[src/rtl/multiplex_scan_n_1_pkg.sv]
// Shared constants for the scanning N:1 multiplexer: mode encodings and
// the select-width helper.
package multiplex_scan_n_1_pkg;

  localparam logic MODE_MANUAL = 1'b0;
  localparam logic MODE_SCAN   = 1'b1;

  // ceil(log2(n)), never below 1 so a 2-channel mux still has a select bit
  function automatic int clog2_min1(input int n);
    int r;
    r = 0;
    for (int i = 0; i < 32; i++)
      if ((1 << r) < n) r = r + 1;
    return (r < 1) ? 1 : r;
  endfunction

endpackage

[src/rtl/multiplex_scan_n_1_mux.sv]
// Purely combinational N:1 channel selector; out-of-range index yields 0.
module mux_n_1
  import multiplex_scan_n_1_pkg::*;
#(
  parameter  int N     = 8,
  parameter  int WIDTH = 1,
  localparam int SEL_W = clog2_min1(N)
) (
  input  logic [N*WIDTH-1:0] d,
  input  logic [SEL_W-1:0]   idx,
  output logic [WIDTH-1:0]   y
);

  always_comb begin
    y = '0;
    for (int k = 0; k < N; k++)
      if (idx == SEL_W'(k)) y = d[k*WIDTH +: WIDTH];
  end

endmodule

[src/rtl/multiplex_scan_n_1.sv]
// Registered N:1 mux with manual channel select or round-robin scan with
// a programmable per-channel dwell.
module multiplex_scan_n_1
  import multiplex_scan_n_1_pkg::*;
#(
  parameter  int N     = 8,
  parameter  int WIDTH = 1,
  parameter  int DW_W  = 8,
  localparam int SEL_W = clog2_min1(N)
) (
  input  logic               clk,
  input  logic               rst,
  input  logic               en,
  input  logic               mode,
  input  logic [SEL_W-1:0]   sel,
  input  logic [DW_W-1:0]    dwell,
  input  logic [N*WIDTH-1:0] d,
  output logic [WIDTH-1:0]   y,
  output logic [SEL_W-1:0]   ch,
  output logic               y_valid,
  output logic               sel_err,
  output logic               wrap
);

  // one extra bit so N itself is representable when N is a power of two
  localparam logic [SEL_W:0] N_EXT = (SEL_W+1)'(N);

  logic [DW_W-1:0]  dwell_cnt;
  logic [SEL_W-1:0] ch_next;
  logic [WIDTH-1:0] y_sel;
  logic             sel_ok, last, adv;

  assign sel_ok = {1'b0, sel} < N_EXT;
  assign last   = (ch == SEL_W'(N-1));
  // >= rather than == so a live-lowered dwell still releases the channel
  assign adv    = (dwell_cnt >= dwell);

  always_comb begin
    ch_next = ch;
    if (mode == MODE_MANUAL) begin
      if (sel_ok) ch_next = sel;
    end else if (adv) begin
      ch_next = last ? '0 : ch + 1'b1;
    end
  end

  mux_n_1 #(.N(N), .WIDTH(WIDTH)) u_mux (
    .d   (d),
    .idx (ch_next),
    .y   (y_sel)
  );

  always_ff @(posedge clk) begin
    if (rst) begin
      y         <= '0;
      ch        <= '0;
      y_valid   <= 1'b0;
      sel_err   <= 1'b0;
      wrap      <= 1'b0;
      dwell_cnt <= '0;
    end else if (!en) begin
      y_valid <= 1'b0;
      wrap    <= 1'b0;
    end else begin
      y_valid <= 1'b1;
      ch      <= ch_next;
      if (mode == MODE_MANUAL) begin
        wrap      <= 1'b0;
        dwell_cnt <= '0;
        sel_err   <= !sel_ok;
        if (sel_ok) y <= y_sel;
      end else begin
        sel_err   <= 1'b0;
        wrap      <= adv && last;
        dwell_cnt <= adv ? '0 : dwell_cnt + 1'b1;
        y         <= y_sel;
      end
    end
  end

endmodule

[config.mk]
export PLATFORM = sky130hd
export DESIGN_NAME = multiplex_scan_n_1
export DESIGN_NICKNAME = d
export VERILOG_FILES = /design/src/rtl/multiplex_scan_n_1_pkg.sv /design/src/rtl/multiplex_scan_n_1_mux.sv /design/src/rtl/multiplex_scan_n_1.sv
export SDC_FILE = /design/constraint.sdc
export NUM_CORES = 1
export LEC_CHECK = 0
export ABC_AREA = 0
export ABC_CLOCK_PERIOD_IN_PS = 4900
export CAP_MARGIN = 30
export CORE_UTILIZATION = 45
export DETAILED_ROUTE_END_ITERATION = 8
export DONT_BUFFER_PORTS = 1
export GPL_TIMING_DRIVEN = 0
export PLACE_DENSITY = 0.62
export RECOVER_POWER = 25
export SLEW_MARGIN = 25
export SYNTH_ARGS = -nofsm -noshare
export SYNTH_HDL_FRONTEND = slang
export SYNTH_HIERARCHICAL = 1
export SYNTH_SLANG_ARGS = --single-unit
[constraint.sdc]
create_clock -name clk -period 4.9 [get_ports clk]
set_input_delay 0 -clock clk [delete_from_list [all_inputs] [get_ports clk]]
set_output_delay 0 -clock clk [all_outputs]
set_load 0.02 [all_outputs]
Yosys cells after proc, flatten, opt, wreduce, memory -nomap -nowiden --
Cells that the tools add are included.
Operators by class: $add $sub $neg 2, $lt $le $gt $ge 1, equality and inequality tests 8, muxes and demuxes 14, bitwise operators 2, reductions and logical operators 3
Operators with widths (number):
- two-way mux 8 bit | 2
- == test 3 bit (second input constant) | 5
- two-way mux 1 bit | 9
- two-way mux 3 bit | 3
- adder 8 x 1 -> 8 bit (second input constant) | 1
- >= comparator 8 bit | 1
- == test 3 x 2 -> 1 bit (second input constant) | 2
- adder 3 x 1 -> 3 bit (second input constant) | 1
- == test 3 x 1 -> 1 bit (second input constant) | 1
- zero test 3 bit | 1
- OR reduction 3 bit | 1
- inverter 1 bit | 2
- logical AND 1 bit | 1
Word-level totals: flip-flop bits (word level) 14, input port bits 23, output and inout port bits 7, logic and storage cells 35

Longest topological paths before layout --
Gate-level depths: netlist (run 1).
word-level depth 13, depth in mapped cells 11, depth with buffers taken out 11

Hierarchy --
The synthesis (run 1) kept the hierarchy.
Modules (own cells, without submodules):
- multiplex_scan_n_1 | instances 1, cells an instance 114, area each 970.9 µm², seq. area each 280.3 µm²
- mux_n_1 | instances 1, cells an instance 3, area each 63.8 µm², seq. area each 0.0 µm²

Least setup slack after synthesis (run 1) --
No wires, ideal clock.
path kind flip-flop to flip-flop, start reg dwell_cnt[0], end reg y, library setup time 0.128 ns, arrival 2.941 ns, required time 4.772 ns, setup slack 1.831 ns, stages on the path, launching flop included 12, buffers on the path 0, period minus slack after synthesis 3.069 ns, cells stage by stage dfxtp_1 -> inv_1 -> ha_1 -> nand2b_4 -> a2111o_1 -> a31oi_1 -> mux2i_1 -> a21oi_1 -> mux4_1 -> mux2_2 -> mux2i_1 -> nor2_1
Between the ends: longest elaborated chain between the ends 12, elaborated cells on any way between the ends 19, classes of those cells 1 x order compare; 7 x eq/ne; 10 x mux; 1 x reduce/logical
Ends and longest elaborated chain:
- start: declaration | line multiplex_scan_n_1.sv:28 | logic [DW_W-1:0] dwell_cnt;
- start signal: assignment | line multiplex_scan_n_1.sv:75 | dwell_cnt <= adv ? '0 : dwell_cnt + 1'b1;
- >= comparator 8 bit (*) | line multiplex_scan_n_1.sv:36 | assign adv = (dwell_cnt >= dwell);
- two-way mux 3 bit (*) | line multiplex_scan_n_1.sv:42 | end else if (adv) begin
- two-way mux 3 bit (*) | line multiplex_scan_n_1.sv:40 | if (mode == MODE_MANUAL) begin
- via ch_next[1] | line multiplex_scan_n_1.sv:29 | logic [SEL_W-1:0] ch_next;
- zero test 3 bit | line multiplex_scan_n_1_mux.sv:17 | if (idx == SEL_W'(k)) y = d[k*WIDTH +: WIDTH];
- two-way mux 1 bit (7 in series) | line multiplex_scan_n_1_mux.sv:17
- two-way mux 1 bit (*) | line multiplex_scan_n_1_mux.sv:17
- via y_sel | line multiplex_scan_n_1.sv:30 | logic [WIDTH-1:0] y_sel;
- end signal: assignment | line multiplex_scan_n_1.sv:71 | if (sel_ok) y <= y_sel;
- end signal: assignment | line multiplex_scan_n_1.sv:76 | y <= y_sel;
- end: declaration | line multiplex_scan_n_1.sv:18 | output logic [WIDTH-1:0] y,
The timed path passes the listed nets; every way through them passes the cells marked *. A chain may end at the register's enable or synchronous reset.

Final worst setup path (run 1) --
Ends and elaborated chain as after synthesis.

==> key figures, run 1 <==
Status
  • Outcome: complete, no violations

Floorplanning
  • IO Pins: 30
  • Num rows: 16
  • Core area: 2060 um^2
  • Chip height: 50.0 um
  • Die area: 2500 um^2
  • Die width: 50.0 um
  • Starting Density: 0.502

Timing
  • Max_slew headroom: 0.644
  • Endpoints failing setup: 0
  • Worst clock skew: 0.00687 ns
  • Final hold violation count: 0
  • Tmin final: 3.35 ns
  • Worst-Margin Slew: 0.532 ns
  • Setup ws final: 1.55 ns
  • RSZ-0062 raised after global routing: no
  • Period utilisation layout: 0.684
  • Peak Freq: 299 MHz
  • Max-slew violation count: 0
  • Setup TNS: 0 ns

Power and ir drop
  • Combinational fraction of design power: 0.157
  • Sequential power share: 0.489
  • Pint: 183 uW
  • Sw Pwr: 68.2 uW
  • Clock power share: 0.353
  • Pleak: 0.000527 uW
  • Max VDD drop: 127 uV
  • Power Dens Cells: 223 nW/um^2
  • Sw Share: 0.272

Final layout
  • Layout cells sized above 1: 0.106
  • Commonest non-fill, non-tap cell in the layout: dfxtp_1
  • Antenna diodes: 0
  • Most frequent cells in the layout: dfxtp_1, a21oi_1, ha_1, inv_1, nand2_1
  • P&R area growth vs syn: 8.71%
  • Total Nets Final: 158
  • Final Util: 0.546

Logic synthesis
  • Yosys warnings: 6
  • Synthesized cell area: 1030 um^2
  • Syn Inst Count: 117
  • Synthesized area per cell: 8.84 um^2
  • Synth cell types: 31
  • Sequential share of the synthesized area: 0.271
  • Mapped Nets: 151
  • Synthesized flop and latch total: 14

CTS
  • Root Driver: clkbuf_4
  • Setup bufs post-CTS: 0
  • CTS clk-pin slew, worst paths: 0.10 ns
  • CTS H-tree depth: 1
  • Worst-Skew Late Latency: 0.29 ns
  • CTS tree: built
  • TritonCTS Sinks: 14
  • Clock buffer depth: 2
  • Total CTS buffers: 3

Detailed routing
  • First DRT Iteration DRCs: 21
  • Final wirelength: 2.10 mm
  • Vias: 878
  • Residual DRC: 0
  • Avg Vias per Cell: 5.85
  • Drt wl/cell: 14.0 um
  • First-pass iteration count of the detailed router: 4
  • ANT nets after route: 0

Critical path
  • CP cell instances: inv_1 -> ha_1 -> nand2b_4 -> a2111o_1 -> a31oi_1 -> mux2i_1 -> a21oi_1 -> mux4_1 -> mux2_2 -> mux2i_1 -> nor2_1
  • Crit. End Element: register
  • Reg2Reg Setup Slack: 1.55 ns
  • CP Data Arrival Time: 3.53 ns
  • Slowest stage delay, CP: 0.57 ns
  • Critical path peak fanout: 4
  • Req. time, crit path: 5.08 ns
  • Cell mode on critical path: mux2i_1
  • Reg-to-reg endpoint: y$_SDFFE_PP0P_
  • Slowest stage cell, crit path: mux4_1
  • Worst Reg-to-Reg Cells: 11
  • FF-to-FF Start: dwell_cnt[0]$_SDFFE_PP0P_
  • Critical Setup Path Class: reg -> reg
  • CP top delay family: compound AO/OA/AOI/OAI gates
  • Worst path bufs/invs: 1
  • Crit path launch type: register

Hold path
  • Worst Hold Class: in -> reg
  • WHS Endpoint: ch[1]$_SDFFE_PP0P_
  • Hold_sp: en
  • Hold Crit Depth: 3

Global routing
  • Vias in the first global route: 785
  • Total grt overflow: 0
  • Initial antenna violation count: 0
  • Tot GR Track Use: 0.183
  • First-pass GRT wire length: 3.36 mm
  • Pin count of the biggest net entering global routing: 11

Placement
  • Dpl ws: 1.55 ns
  • DP HPWL: 1.61 mm
  • Gp weighted congestion: 0.776
  • Buffers on Ports: 0

Job
  • Max Cap Viol: 0
## state kept, by name, summed over array words and instances, names as in the netlist
name / flops
y_valid: 1
ch: 3
dwell_cnt: 8
wrap: 1
y: 1
## routing by layer
| layer | GRT usage | part of all wire | vias to the layer above |
|---|---|---|---|
| met5 | 0 | 0 | - |
| met4 | 0.0857 | 0.018 | 0 |
| met3 | 0.0340 | 0.056 | 4 |
| met2 | 0.304 | 0.45 | 23 |
| met1 | 0.225 | 0.47 | 410 |
| li1 | - | - | 441 |
## timing repair
item,in CTS,in global routing
hold buffers,2,0
setup endpoints to repair,0,0
endpoints found under the hold margin,4,0
resized for setup,0,0
## metrics by stage
step / power [uW] / hold WS (ns) / instances / area, um^2
floorplan: 158 / 0.0780 / 117 / 1030
global placement: 163 / 0.0907 / 144 / 1070
detailed placement: 164 / 0.0848 / 144 / 1070
CTS: 250 / 0.0438 / 150 / 1120
global route: 260 / 0.0636 / 150 / 1120
finish: 251 / 0.0326 / 150 / 1120
## tightest hold or removal path, cell delays in order
cell     delay [ns]
and3_1         0.13
a21oi_1        0.04
o22ai_1        0.12
## logic make-up (layout without fill, tap and decap cells)
family          Yosys count  count (layout)  share of synthesized area
flops                    14              14                      0.271
simple gates             43              43                      0.242
compound gates           25              25                      0.152
fa+ha+maj                11              11                      0.133
other cells               1               1                    0.00362
mux                       7               7                      0.100
buf+inv                  16              22                     0.0979
## cell type report
cell class	instances	area [um^2]
fill	201	937
multi-input combinational	87	653
sequential	14	280
buffer	6	63.8
inverter	10	37.5
clock buffer	4	36.3
tap	27	33.8
timing repair buffer	2	20.0
## synthesized netlist by cell type
cell	number	share of area
a311oi_2	1	0.015
nand4b_1	4	0.034
dfxtp_1	14	0.27
nor2b_1	1	0.0060
nor3b_1	2	0.015
clkbuf_1	2	0.0073
buf_4	1	0.0073
a21oi_1	11	0.053
a31oi_1	6	0.036
nor2_1	8	0.029
a2111o_1	1	0.011
ha_1	11	0.13
o22ai_1	3	0.018
mux4_1	2	0.051
and3_1	6	0.036
nand2b_4	1	0.013
inv_1	10	0.036
conb_1	1	0.0036
nand3_1	5	0.024
a211o_2	1	0.0097
bufbuf_16	1	0.031
nor4_1	1	0.0060
mux2i_1	4	0.039
nand2_1	9	0.033
o21ai_0	2	0.0097
buf_6	1	0.011
and4b_2	1	0.011
nand3b_1	4	0.029
mux2_2	1	0.011
buf_2	1	0.0048
nand2b_1	1	0.0060
## power by group through the flow
stage	Combinational (uW)	Clock [uW]	Sequential, uW
floorplan	32.8	0	125
global placement	37.9	0	125
detailed placement	38.5	0	126
CTS	40.1	87.2	123
global route	44.1	92.2	123
finish	39.5	88.7	123
## how the worst max path moves through the flow
stage | endpoint | slack, ns | startpoint | cells after the start
final | y$_SDFFE_PP0P_ | 1.55 | dwell_cnt[0]$_SDFFE_PP0P_ | 11
after global routing | y$_SDFFE_PP0P_ | 1.33 | dwell_cnt[0]$_SDFFE_PP0P_ | 11
after CTS | y$_SDFFE_PP0P_ | 1.52 | dwell_cnt[0]$_SDFFE_PP0P_ | 11
after detailed placement | y$_SDFFE_PP0P_ | 1.55 | dwell_cnt[0]$_SDFFE_PP0P_ | 11
after global placement | y$_SDFFE_PP0P_ | 1.60 | dwell_cnt[0]$_SDFFE_PP0P_ | 11
after floorplan | y$_SDFFE_PP0P_ | 1.83 | dwell_cnt[0]$_SDFFE_PP0P_ | 11
No activity file was read; power rests on OpenSTA's default activity.
==> run 2: changes to the inputs <==
- ABC_CLOCK_PERIOD_IN_PS: 4900 -> 3400
- clock period: 4.9 -> 3.4 ns (I/O delays scaled with it)
==> key figures, run 2 (synthesis results as in run 1) <==
Status
  • Outcome: complete, no violations

Timing
  • Endpoints failing setup: 0
  • RSZ-0062 raised after global routing: no
  • Worst-Margin Slew: 0.549 ns
  • Tmin final: 3.15 ns
  • Final hold violation count: 0
  • Setup TNS: 0 ns
  • Worst clock skew: 0.00533 ns
  • Max_slew headroom: 0.630
  • Period utilisation layout: 0.928
  • Peak Freq: 317 MHz
  • Setup ws final: 0.245 ns
  • Max-slew violation count: 0

Critical path
  • CP Data Arrival Time: 3.33 ns
  • Worst path bufs/invs: 1
  • Critical path peak fanout: 4
  • CP top delay family: multiplexers
  • Slowest stage delay, CP: 0.57 ns
  • Slowest stage cell, crit path: mux4_1
  • Cell mode on critical path: mux2i_1
  • CP cell instances: inv_1 -> ha_1 -> nand2b_4 -> a2111o_1 -> a31oi_4 -> mux2i_1 -> a21oi_1 -> mux4_1 -> mux2_2 -> mux2i_1 -> nor2_1
  • Crit. End Element: register
  • Crit path launch type: register
  • Critical Setup Path Class: reg -> reg
  • Req. time, crit path: 3.57 ns

Global routing
  • Initial antenna violation count: 0
  • First-pass GRT wire length: 3.36 mm
  • Vias in the first global route: 785
  • Tot GR Track Use: 0.183
  • Total grt overflow: 0
  • Pin count of the biggest net entering global routing: 11

CTS
  • TritonCTS Sinks: 14
  • Setup bufs post-CTS: 0
  • CTS tree: built
  • Total CTS buffers: 3
  • CTS clk-pin slew, worst paths: 0.10 ns
  • CTS H-tree depth: 1
  • Clock buffer depth: 2
  • Root Driver: clkbuf_4
  • Worst-Skew Late Latency: 0.29 ns

Final layout
  • Biggest regs: dwell_cnt: 8 flops, ch: 3 flops
  • Reg with most FFs: dwell_cnt
  • Layout cells sized above 1: 0.114
  • Antenna diodes: 0
  • Total Nets Final: 158
  • Fillers: 197
  • Commonest non-fill, non-tap cell in the layout: dfxtp_1
  • Most frequent cells in the layout: dfxtp_1, a21oi_1, ha_1, inv_1, nand2_1
  • Largest register FFs: 8
  • P&R area growth vs syn: 10.2%

Hold path
  • Worst Hold Class: in -> reg

Job
  • Max Cap Viol: 0

Detailed routing
  • ANT nets after route: 0
  • Final wirelength: 2.11 mm
  • Vias: 887
  • Residual DRC: 0
  • First DRT Iteration DRCs: 15
  • Drt wl/cell: 14.1 um
  • First-pass iteration count of the detailed router: 4
  • Avg Vias per Cell: 5.91

Power and ir drop
  • Max VDD drop: 183 uV
  • Power Dens Cells: 318 nW/um^2
  • Pleak: 0.000529 uW
  • Overall power: 362 uW

Floorplanning
  • Starting Density: 0.502
  • Chip height: 50.0 um
  • IO Pins: 30
  • Core area: 2060 um^2
  • Num rows: 16
  • Die area: 2500 um^2
  • Die width: 50.0 um

Placement
  • DP HPWL: 1.61 mm
  • Gp weighted congestion: 0.776
  • Buffers on Ports: 0
  • Dpl ws: 0.0501 ns
-- run 2: timing repair --
action | CTS | global route
setup endpoints to repair | 0 | 1
resized for setup | 0 | 2
endpoints found under the hold margin | 4 | 0
hold buffers | 2 | 0
-- run 2: report_power, final --
part / switching, uW / leakage, uW / internal [uW]
sequential: 8.54 / 0.000114 / 169
clock: 61.7 / 0.0000210 / 65.2
combinational: 28.4 / 0.000394 / 29.9
total: 98.6 / 0.000529 / 264
-- run 2: metrics by stage --
step / util / std cells / instance area (um^2) / hold slack (ns)
global route: 0.553 / 150 / 1140 / 0.0636
finish: 0.553 / 150 / 1140 / 0.0380
detailed placement: 0.518 / 144 / 1070 / 0.0848
floorplan: - / 117 / 1030 / 0.0780
CTS: 0.546 / 150 / 1120 / 0.0438
global placement: 0.518 / 144 / 1070 / 0.0907
-- run 2: final timing paths --
check | from | endpoint | slack, ns | cells past startpoint
worst min register to register | dwell_cnt[1]$_SDFFE_PP0P_ | dwell_cnt[1]$_SDFFE_PP0P_ | 0.51 | 2
worst max register to register | dwell_cnt[0]$_SDFFE_PP0P_ | y$_SDFFE_PP0P_ | 0.25 | 11
worst max-delay path | dwell_cnt[0]$_SDFFE_PP0P_ | y$_SDFFE_PP0P_ | 0.25 | 11
worst min-delay path | en | ch[1]$_SDFFE_PP0P_ | 0.04 | 3
-- run 2: final cells by class --
| type | count | area [um^2] | share of cell area |
|---|---|---|---|
| Multi-Input combinational cell | 87 | 668 | 0.586 |
| Sequential cell | 14 | 280 | 0.246 |
| Buffer | 6 | 63.8 | 0.0560 |
| Inverter | 10 | 37.5 | 0.0329 |
| Clock buffer | 4 | 36.3 | 0.0318 |
| Tap cell | 27 | 33.8 | 0.0296 |
| Timing Repair Buffer | 2 | 20.0 | 0.0176 |
-- run 2: per-layer routing --
layer | vias to the layer above | GRT usage | routed length (um)
li1 | 442 | - | -
met1 | 413 | 0.225 | 983
met2 | 28 | 0.304 | 963
met3 | 4 | 0.0340 | 127
met4 | 0 | 0.0857 | 39
met5 | - | 0 | 0
-- run 2: worst register-to-register path, stage by stage (launching register included) --
cell and delay (ns):
dfxtp_1 0.38, inv_1 0.07, ha_1 0.26, nand2b_4 0.13
a2111o_1 0.47, a31oi_4 0.29, mux2i_1 0.14, a21oi_1 0.27
mux4_1 0.57, mux2_2 0.27, mux2i_1 0.13, nor2_1 0.05
